$ cat src/rtl/brg_cgra_link_reset_seq_if.sv
// brg_cgra_link_reset_seq_if: start request and reset/status outputs of the link reset sequencer
interface brg_cgra_link_reset_seq_if;
  logic       start_i;
  logic       async_uplink_reset_o;
  logic       async_downlink_reset_o;
  logic       async_downstream_reset_o;
  logic       async_token_reset_o;
  logic       core_reset_o;
  logic       busy_o;
  logic       done_o;
  logic [2:0] state_o;
  modport master (
    output start_i,
    input  async_uplink_reset_o, async_downlink_reset_o, async_downstream_reset_o,
    input  async_token_reset_o, core_reset_o, busy_o, done_o, state_o
  );
  modport slave (
    input  start_i,
    output async_uplink_reset_o, async_downlink_reset_o, async_downstream_reset_o,
    output async_token_reset_o, core_reset_o, busy_o, done_o, state_o
  );
endinterface

$ cat src/rtl/brg_cgra_link_reset_seq.sv
// brg_cgra_link_reset_seq: timed reset sequencer for the CGRA pod SDR links and core
module brg_cgra_link_reset_seq #(
  parameter int hold_cycles_p  = 16,
  parameter int token_cycles_p = 8,
  parameter bit auto_start_p   = 1'b1
) (
  input logic clk_i,
  input logic reset_n_i,
  brg_cgra_link_reset_seq_if.slave link
);
  localparam int max_c = hold_cycles_p > token_cycles_p ? hold_cycles_p : token_cycles_p;
  localparam int cw = $clog2(max_c + 1);
  localparam logic [2:0] s_idle      = 3'd0;
  localparam logic [2:0] s_reset_all = 3'd1;
  localparam logic [2:0] s_token_hi  = 3'd2;
  localparam logic [2:0] s_up_rel    = 3'd4;
  localparam logic [2:0] s_down_rel  = 3'd5;
  localparam logic [2:0] s_ds_rel    = 3'd6;
  localparam logic [2:0] s_done      = 3'd7;
  logic [2:0] state_r, state_n;
  logic [cw-1:0] cnt_r, cnt_n;
  logic busy, go, adv;
  always_comb begin
    busy = state_r != s_idle && state_r != s_done;
    go = (state_r == s_idle && (link.start_i || auto_start_p)) || (state_r == s_done && link.start_i);
    adv = busy && cnt_r == '0;
    state_n = go ? s_reset_all : adv ? state_r + 3'd1 : state_r;
    cnt_n = (go || adv) ? (state_n == s_token_hi ? cw'(token_cycles_p - 1) : cw'(hold_cycles_p - 1))
          : busy ? cnt_r - cw'(1) : cnt_r;
  end
  // outputs are decoded from the next state so each one is a plain flop
  always_ff @(posedge clk_i or negedge reset_n_i) begin
    if (!reset_n_i) begin
      state_r                       <= s_idle;
      cnt_r                         <= '0;
      link.async_uplink_reset_o     <= 1'b1;
      link.async_downlink_reset_o   <= 1'b1;
      link.async_downstream_reset_o <= 1'b1;
      link.async_token_reset_o      <= 1'b0;
      link.core_reset_o             <= 1'b1;
      link.busy_o                   <= 1'b0;
      link.done_o                   <= 1'b0;
    end else begin
      state_r                       <= state_n;
      cnt_r                         <= cnt_n;
      link.async_uplink_reset_o     <= state_n < s_up_rel;
      link.async_downlink_reset_o   <= state_n < s_down_rel;
      link.async_downstream_reset_o <= state_n < s_ds_rel;
      link.async_token_reset_o      <= state_n == s_token_hi;
      link.core_reset_o             <= state_n != s_done;
      link.busy_o                   <= state_n != s_idle && state_n != s_done;
      link.done_o                   <= state_n == s_done;
    end
  end
  assign link.state_o = state_r;
endmodule

$ cat src/flat_wrapper.sv
// flat-port wrapper written by rule: the top's interface ports become plain ports
module brg_cgra_link_reset_seq_flat 
#(
  parameter int hold_cycles_p  = 16,
  parameter int token_cycles_p = 8,
  parameter bit auto_start_p   = 1'b1
)
  (clk_i, reset_n_i, link_start_i, link_async_uplink_reset_o, link_async_downlink_reset_o, link_async_downstream_reset_o, link_async_token_reset_o, link_core_reset_o, link_busy_o, link_done_o, link_state_o);
  brg_cgra_link_reset_seq_if link_i ();
  input logic clk_i;
  input logic reset_n_i;
  input wire logic [$bits(link_i.start_i)-1:0] link_start_i;
  output wire logic [$bits(link_i.async_uplink_reset_o)-1:0] link_async_uplink_reset_o;
  output wire logic [$bits(link_i.async_downlink_reset_o)-1:0] link_async_downlink_reset_o;
  output wire logic [$bits(link_i.async_downstream_reset_o)-1:0] link_async_downstream_reset_o;
  output wire logic [$bits(link_i.async_token_reset_o)-1:0] link_async_token_reset_o;
  output wire logic [$bits(link_i.core_reset_o)-1:0] link_core_reset_o;
  output wire logic [$bits(link_i.busy_o)-1:0] link_busy_o;
  output wire logic [$bits(link_i.done_o)-1:0] link_done_o;
  output wire logic [$bits(link_i.state_o)-1:0] link_state_o;
  assign link_i.start_i = link_start_i;
  assign link_async_uplink_reset_o = link_i.async_uplink_reset_o;
  assign link_async_downlink_reset_o = link_i.async_downlink_reset_o;
  assign link_async_downstream_reset_o = link_i.async_downstream_reset_o;
  assign link_async_token_reset_o = link_i.async_token_reset_o;
  assign link_core_reset_o = link_i.core_reset_o;
  assign link_busy_o = link_i.busy_o;
  assign link_done_o = link_i.done_o;
  assign link_state_o = link_i.state_o;
  brg_cgra_link_reset_seq #(.hold_cycles_p(hold_cycles_p), .token_cycles_p(token_cycles_p), .auto_start_p(auto_start_p)) u_core (.clk_i(clk_i), .reset_n_i(reset_n_i), .link(link_i));
endmodule
$ cat config.mk
export PLATFORM = sky130hd
export DESIGN_NAME = brg_cgra_link_reset_seq_flat
export DESIGN_NICKNAME = d
export VERILOG_FILES = /design/src/rtl/brg_cgra_link_reset_seq_if.sv /design/src/rtl/brg_cgra_link_reset_seq.sv /design/src/flat_wrapper.sv
export SDC_FILE = /design/constraint.sdc
export NUM_CORES = 1
export LEC_CHECK = 0
export CAP_MARGIN = 20
export CORE_ASPECT_RATIO = 1.1
export CORE_UTILIZATION = 50
export DETAILED_ROUTE_END_ITERATION = 10
export HOLD_SLACK_MARGIN = 0.08
export PLACE_DENSITY_LB_ADDON = 0.08
export SYNTH_ARGS = -nofsm -noshare
export SYNTH_HDL_FRONTEND = slang
export SYNTH_SLANG_ARGS = --single-unit
$ cat constraint.sdc
create_clock -name clk_i -period 3.9 [get_ports clk_i]
set_clock_uncertainty 0.15 [all_clocks]
set_input_delay 1.17 -clock clk_i [delete_from_list [all_inputs] [get_ports clk_i]]
set_output_delay 1.17 -clock clk_i [all_outputs]
set_load 0.1 [all_outputs]
==> results of run 1 <==
registers in the layout, indices dropped and copies added (netlist names):
register / cells
u_core.cnt_r: 5
u_core.link.done_o: 1
u_core.link.async_uplink_reset_o: 1
u_core.link.core_reset_o: 1
u_core.link.busy_o: 1
u_core.link.async_downstream_reset_o: 1
u_core.link.async_downlink_reset_o: 1
u_core.link.state_o: 3
u_core.link.async_token_reset_o: 1
kinds of logic after synthesis:
family          after synthesis
mux                           2
flops                        15
compound gates               21
xor+xnor                      3
fa+ha+maj                     4
buf+inv                       9
simple gates                 27
area by class of cell:
type                    count  area [um^2]
inverters                   6         22.5
fillers                   139          597
clock inverters             1         5.00
flip-flops and latches     15          380
repair buffers             12         95.1
multi-input cells          57          414
clock buffers               3         22.5
well taps                  17         21.3
worst min-delay path: stages (launching register included):
cell and delay [ps]:
dfrtp_1 380, o21ai_0 90, nand3_1 80
power by group:
part | total (mW) | switching, mW | internal [mW]
clock | 0.0908 | 0.0527 | 0.0381
sequential | 0.156 | 0 | 0.156
combinational | 0.00469 | 0.00294 | 0.00175
total | 0.251 | 0.0556 | 0.196
per-stage QoR:
| step | util | total power [mW] | instances | hold WS [ps] | worst slack [ps] |
|---|---|---|---|---|---|
| after global placement | 0.599 | 0.163 | 107 | 401 | 1310 |
| final | 0.617 | 0.251 | 111 | 439 | 1370 |
| after CTS | 0.617 | 0.251 | 111 | 426 | 1370 |
| after floorplan | - | 0.159 | 81 | 366 | 1120 |
| after detailed placement | 0.599 | 0.164 | 107 | 407 | 1260 |
| after global routing | 0.617 | 0.260 | 111 | 452 | 1330 |
final timing paths:
check,from,to,slack (ps),cells past startpoint
worst min-delay path,u_core.cnt_r[1],u_core.cnt_r[1],440,2
min in group asynchronous,reset_n_i,u_core.link.state_o[0],1120,1
worst min register to register,u_core.cnt_r[1],u_core.cnt_r[1],440,2
worst max register to register,u_core.link.state_o[0],u_core.link.state_o[1],1600,6
worst max-delay path,u_core.link.state_o[2],link_state_o[2],1370,1
max in group asynchronous,reset_n_i,u_core.link.async_token_reset_o,2060,1
cell usage in the layout (no fill, tap or decap), types with 2 or more instances in the layout:
cell type	instances
a21oi_1	5
a31oi_1	2
and3_2	2
buf_4	10
clkbuf_4	3
clkdlybuf4s50_1	2
dfrtp_1	11
dfstp_2	4
ha_1	4
inv_1	6
nand2_1	6
nand3_1	3
nor2_1	4
o21ai_0	5
or3_2	2
xnor2_1	2
layer usage:
layer  part of all wire  up-vias  routed length [um]  GRT usage
met5                  0        -                   0          0
met3              0.041        4                  64     0.0443
met2               0.46       17                 727      0.322
met1               0.48      306                 761      0.284
met4              0.016        0                  25      0.120
li1                   -      319                   -          -
==> impl_metrics.yaml, run 1 <==
yosys:
  syn_area_um2: 830
  yosysTopAreaCellShare: 0.332
  synth_top_cell_by_area: "dfrtp_1"
  synthArstFlopShare: 1.00
  synthAdderAreaFrac: 0.0603
  ys_seq_elements: 15
  yosysWarnings: 0
  synth_top_family_by_area: "simple AND/OR/NAND/NOR gates"
  synth_simple_gate_area_frac: 0.204
  synth_xor_xnor_area_share: 0.0317
  synth_nets: 88
  synth_commonest_cells: "11 x dfrtp_1, 6 x inv_1, 6 x nand2_1, 5 x a21oi_1, 5 x o21ai_0"
  yosysMostFrequentCell: "dfrtp_1"
  synth-compound-area-share: 0.175
  synthFlopType: "dfrtp_1"
  synth_area_leaders: "dfrtp_1 33%, dfstp_2 13%, ha_1 6.0%"
  synth_edf_count: 0
  muxShareOfSynthArea: 0.0287
  syn_area_per_cell_um2: 10.2
  ys_types: 37
  synthCells: 81
  ys_seq_area_frac: 0.459
drt:
  vias_per_cell: 5.82
  num_vias: 646
  wl_per_cell_um: 14.2
  first_pass_iters: 4
  ant_nets: 0
  first_iter_violations: 6
  wl_um: 1580
  drc: 0
die:
  die_area_um2: 1830
  die_h_um: 44.7
  rows: 15
  die_w_um: 40.8
  initial_core_util: 0.533
  ios: 13
  core_area_um2: 1560
cts:
  cts.sinks: 15
  ctsHoldBuffers: 0
  clockBufferDepth: 2
  cts_tree: "done"
  ctsResizeCount: 0
  clk_pin_slew_ps: 100
  post-cts-setup-buffers: 0
  cts_made_buffers: 3
  htree_num_levels: 1
  clkLatencyLatePin_ps: 290
  root_buffer: "clkbuf_4"
min_path:
  min_path_type: "flop to flop"
timing:
  slew_viol_final: 0
  fin_crit_ps: 2530
  fin_crit_sh: 0.650
  max_slew.worst_pin.slew_ps: 653
  rsz0062_at_grt: "no"
  hold_viol: 0
  relSlewSlack: 0.563
  max_freq_ghz: 0.395
  finalSetupTns_ps: 0
  setup_violations: 0
place:
  io_buffers: 12
  place_area_um2: 933
  dp.final_hpwl_um: 1130
  place_congestion: 0.776
worst_setup_path:
  path_cells: "buf_4"
  critical_path_arrival_ps: 1210
  critPathBufInv: 1
  cp_data_required_time_ps: 2580
  end_kind: "primary output"
  cpPeakStageDelay_ps: 560
  cp-start-kind: "flop"
  critPathMaxFanout: 10
  worst-setup-path-type: "flop to primary output"
  crit_slowest_cell: "dfrtp_1"
  path_delay_family: "flip-flops"
run_status:
  status: "finished, final reports clean"
power_and_ir_drop:
  p_leak_nw: 0.443
  vdd_drop_max_v: 0.000150
  powerDensity_nw_per_um2: 261
grt:
  grt_overflow: 0
  grt_antenna_before_repair: 0
  grt_pass1_vias: 588
  grt_pass1_wl_um: 2590
  grt_max_degree: 16
  grt_util_all_layers: 0.216
cells_and_area:
  design_area_um2: 961
  insertedDiodeCount: 0
  layout-drive-gt1-share: 0.309
  nets: 102
  area.growth.synth_to_final_pct: 15.8
run:
  cap_viol_max_count: 0
Power figures use the tool's default switching activity.
==> run 2, diff against run 1 <==
clock period = 2.5 ns   (was 3.9 ns; I/O delays follow)
==> run 2 against run 1 <==
Against the previous run: sequential power increased by 56%; clock power increased by 56%; register-to-register slack got worse by 1300 ps; sequential cell count unchanged; setup slack got worse by 1100 ps; count of clock-buffer cells in the layout increased by 1; combinational power increased by 97%; routed wire length increased by 7.1%; largest cell class unchanged; global-route usage increased by 0.14 points; non-clock buffer count increased by 2; via count increased by 0.93%; sequential share of layout area decreased by 3.0 points.
==> impl_metrics.yaml, run 2 (synthesized netlist as in run 1, its figures left out) <==
place:
  place_congestion: 0.837
  place_area_um2: 1030
  io_buffers: 12
  dp_cells: 109
  pre_cts_slack_ps: 261
  dp.final_hpwl_um: 1190
cells_and_area:
  design_area_um2: 1050
  nets: 104
  ff_latch_area_um2: 385
  fin_cells: 113
  final_cell_mix: "9 x dfrtp_1, 6 x inv_1, 6 x nand2_1, 6 x buf_4, 6 x buf_12"
  final_common_cell: "dfrtp_1"
  nFillCells: 122
  insertedDiodeCount: 0
  utilization: 0.677
  regMostFlops: "u_core.cnt_r"
  area.growth.synth_to_final_pct: 27.1
  largest_reg_flops: 5
  layout-drive-gt1-share: 0.333
  multi_input_area_um2: 414
die:
  die_area_um2: 1830
  core_area_um2: 1560
  rows: 15
  die_w_um: 40.8
  ios: 13
  initial_core_util: 0.533
  die_h_um: 44.7
worst_setup_path:
  crit_slowest_cell: "dfrtp_4"
  cpPeakStageDelay_ps: 500
  worst-setup-path-type: "flop to flop"
  cp-start-kind: "flop"
  critical_path_arrival_ps: 2250
  rrSetupSlack_ps: 270
  path_cells: "inv_1 > ha_1 > mux2i_2 > nor3b_4 > mux2i_1 > nor2_1"
  cp_data_required_time_ps: 2520
  end_kind: "flop"
  path_delay_family: "multiplexers"
  critPathBufInv: 1
  critPathMaxFanout: 10
min_path:
  min_path_type: "flop to flop"
cts:
  cts.sinks: 15
  ctsHoldBuffers: 0
  root_buffer: "clkbuf_4"
  clk_pin_slew_ps: 100
  ctsResizeCount: 0
  clkLatencyLatePin_ps: 280
  cts_made_buffers: 3
  clockBufferDepth: 2
  htree_num_levels: 1
  post-cts-setup-buffers: 0
  cts_tree: "done"
drt:
  vias_per_cell: 5.77
  wl_um: 1690
  first_iter_violations: 24
  num_vias: 652
  drc: 0
  wl_per_cell_um: 15.0
  ant_nets: 0
  first_pass_iters: 4
grt:
  grt_antenna_before_repair: 0
  grt_overflow: 0
  grt_pass1_vias: 617
  grt_max_degree: 12
  grt_util_all_layers: 0.217
  grt_pass1_wl_um: 2690
power_and_ir_drop:
  vdd_drop_max_v: 0.000287
  power_mw: 0.394
  p_leak_nw: 0.477
  powerDensity_nw_per_um2: 374
timing:
  setup_slack_ps: 268
  finalSetupTns_ps: 0
  hold_viol: 0
  setup_violations: 0
  fin_crit_ps: 2230
  slew_viol_final: 0
  rsz0062_at_grt: "no"
  max_freq_ghz: 0.448
  whs_ps: 427
  fin_crit_sh: 0.893
  max_slew.worst_pin.slew_ps: 485
  relSlewSlack: 0.668
run:
  cap_viol_max_count: 0
run_status:
  status: "finished, final reports clean"
==> run 2: area by class of cell <==
cell class,instances,share of cell area
Sequential cell,15,0.365
Clock buffer,4,0.0249
Tap cell,17,0.0202
Timing Repair Buffer,14,0.176
Inverter,6,0.0214
Multi-Input combinational cell,57,0.393
==> run 2: metal layers <==
metal	vias up	share of wire	GRT usage
met5	-	0	0
met4	0	0.0024	0.0867
met3	2	0.060	0.0394
met2	26	0.47	0.309
met1	306	0.47	0.322
li1	318	-	-
==> run 2: path summary, 6_finish.rpt <==
check	startpoint	endpoint	depth (start not counted)
worst max-delay path	u_core.link.state_o[0]	u_core.link.state_o[1]	6
worst min-delay path	u_core.cnt_r[0]	u_core.cnt_r[0]	2
worst max register to register	u_core.link.state_o[0]	u_core.link.state_o[1]	6
worst min register to register	u_core.cnt_r[0]	u_core.cnt_r[0]	2
max in group asynchronous	reset_n_i	u_core.link.async_downlink_reset_o	2
min in group asynchronous	reset_n_i	u_core.cnt_r[0]	1
==> run 2: worst register-to-register path, cell delays in order, from the launching register on <==
cell	delay, ps
dfrtp_4	500
inv_1	130
ha_1	260
mux2i_2	250
nor3b_4	460
mux2i_1	310
nor2_1	60
==> run 2: report_power, final <==
group | switching (mW) | internal (mW) | leakage [nW]
clock | 0.0806 | 0.0619 | 0.0150
combinational | 0.00546 | 0.00376 | 0.290
sequential | 0 | 0.243 | 0.172
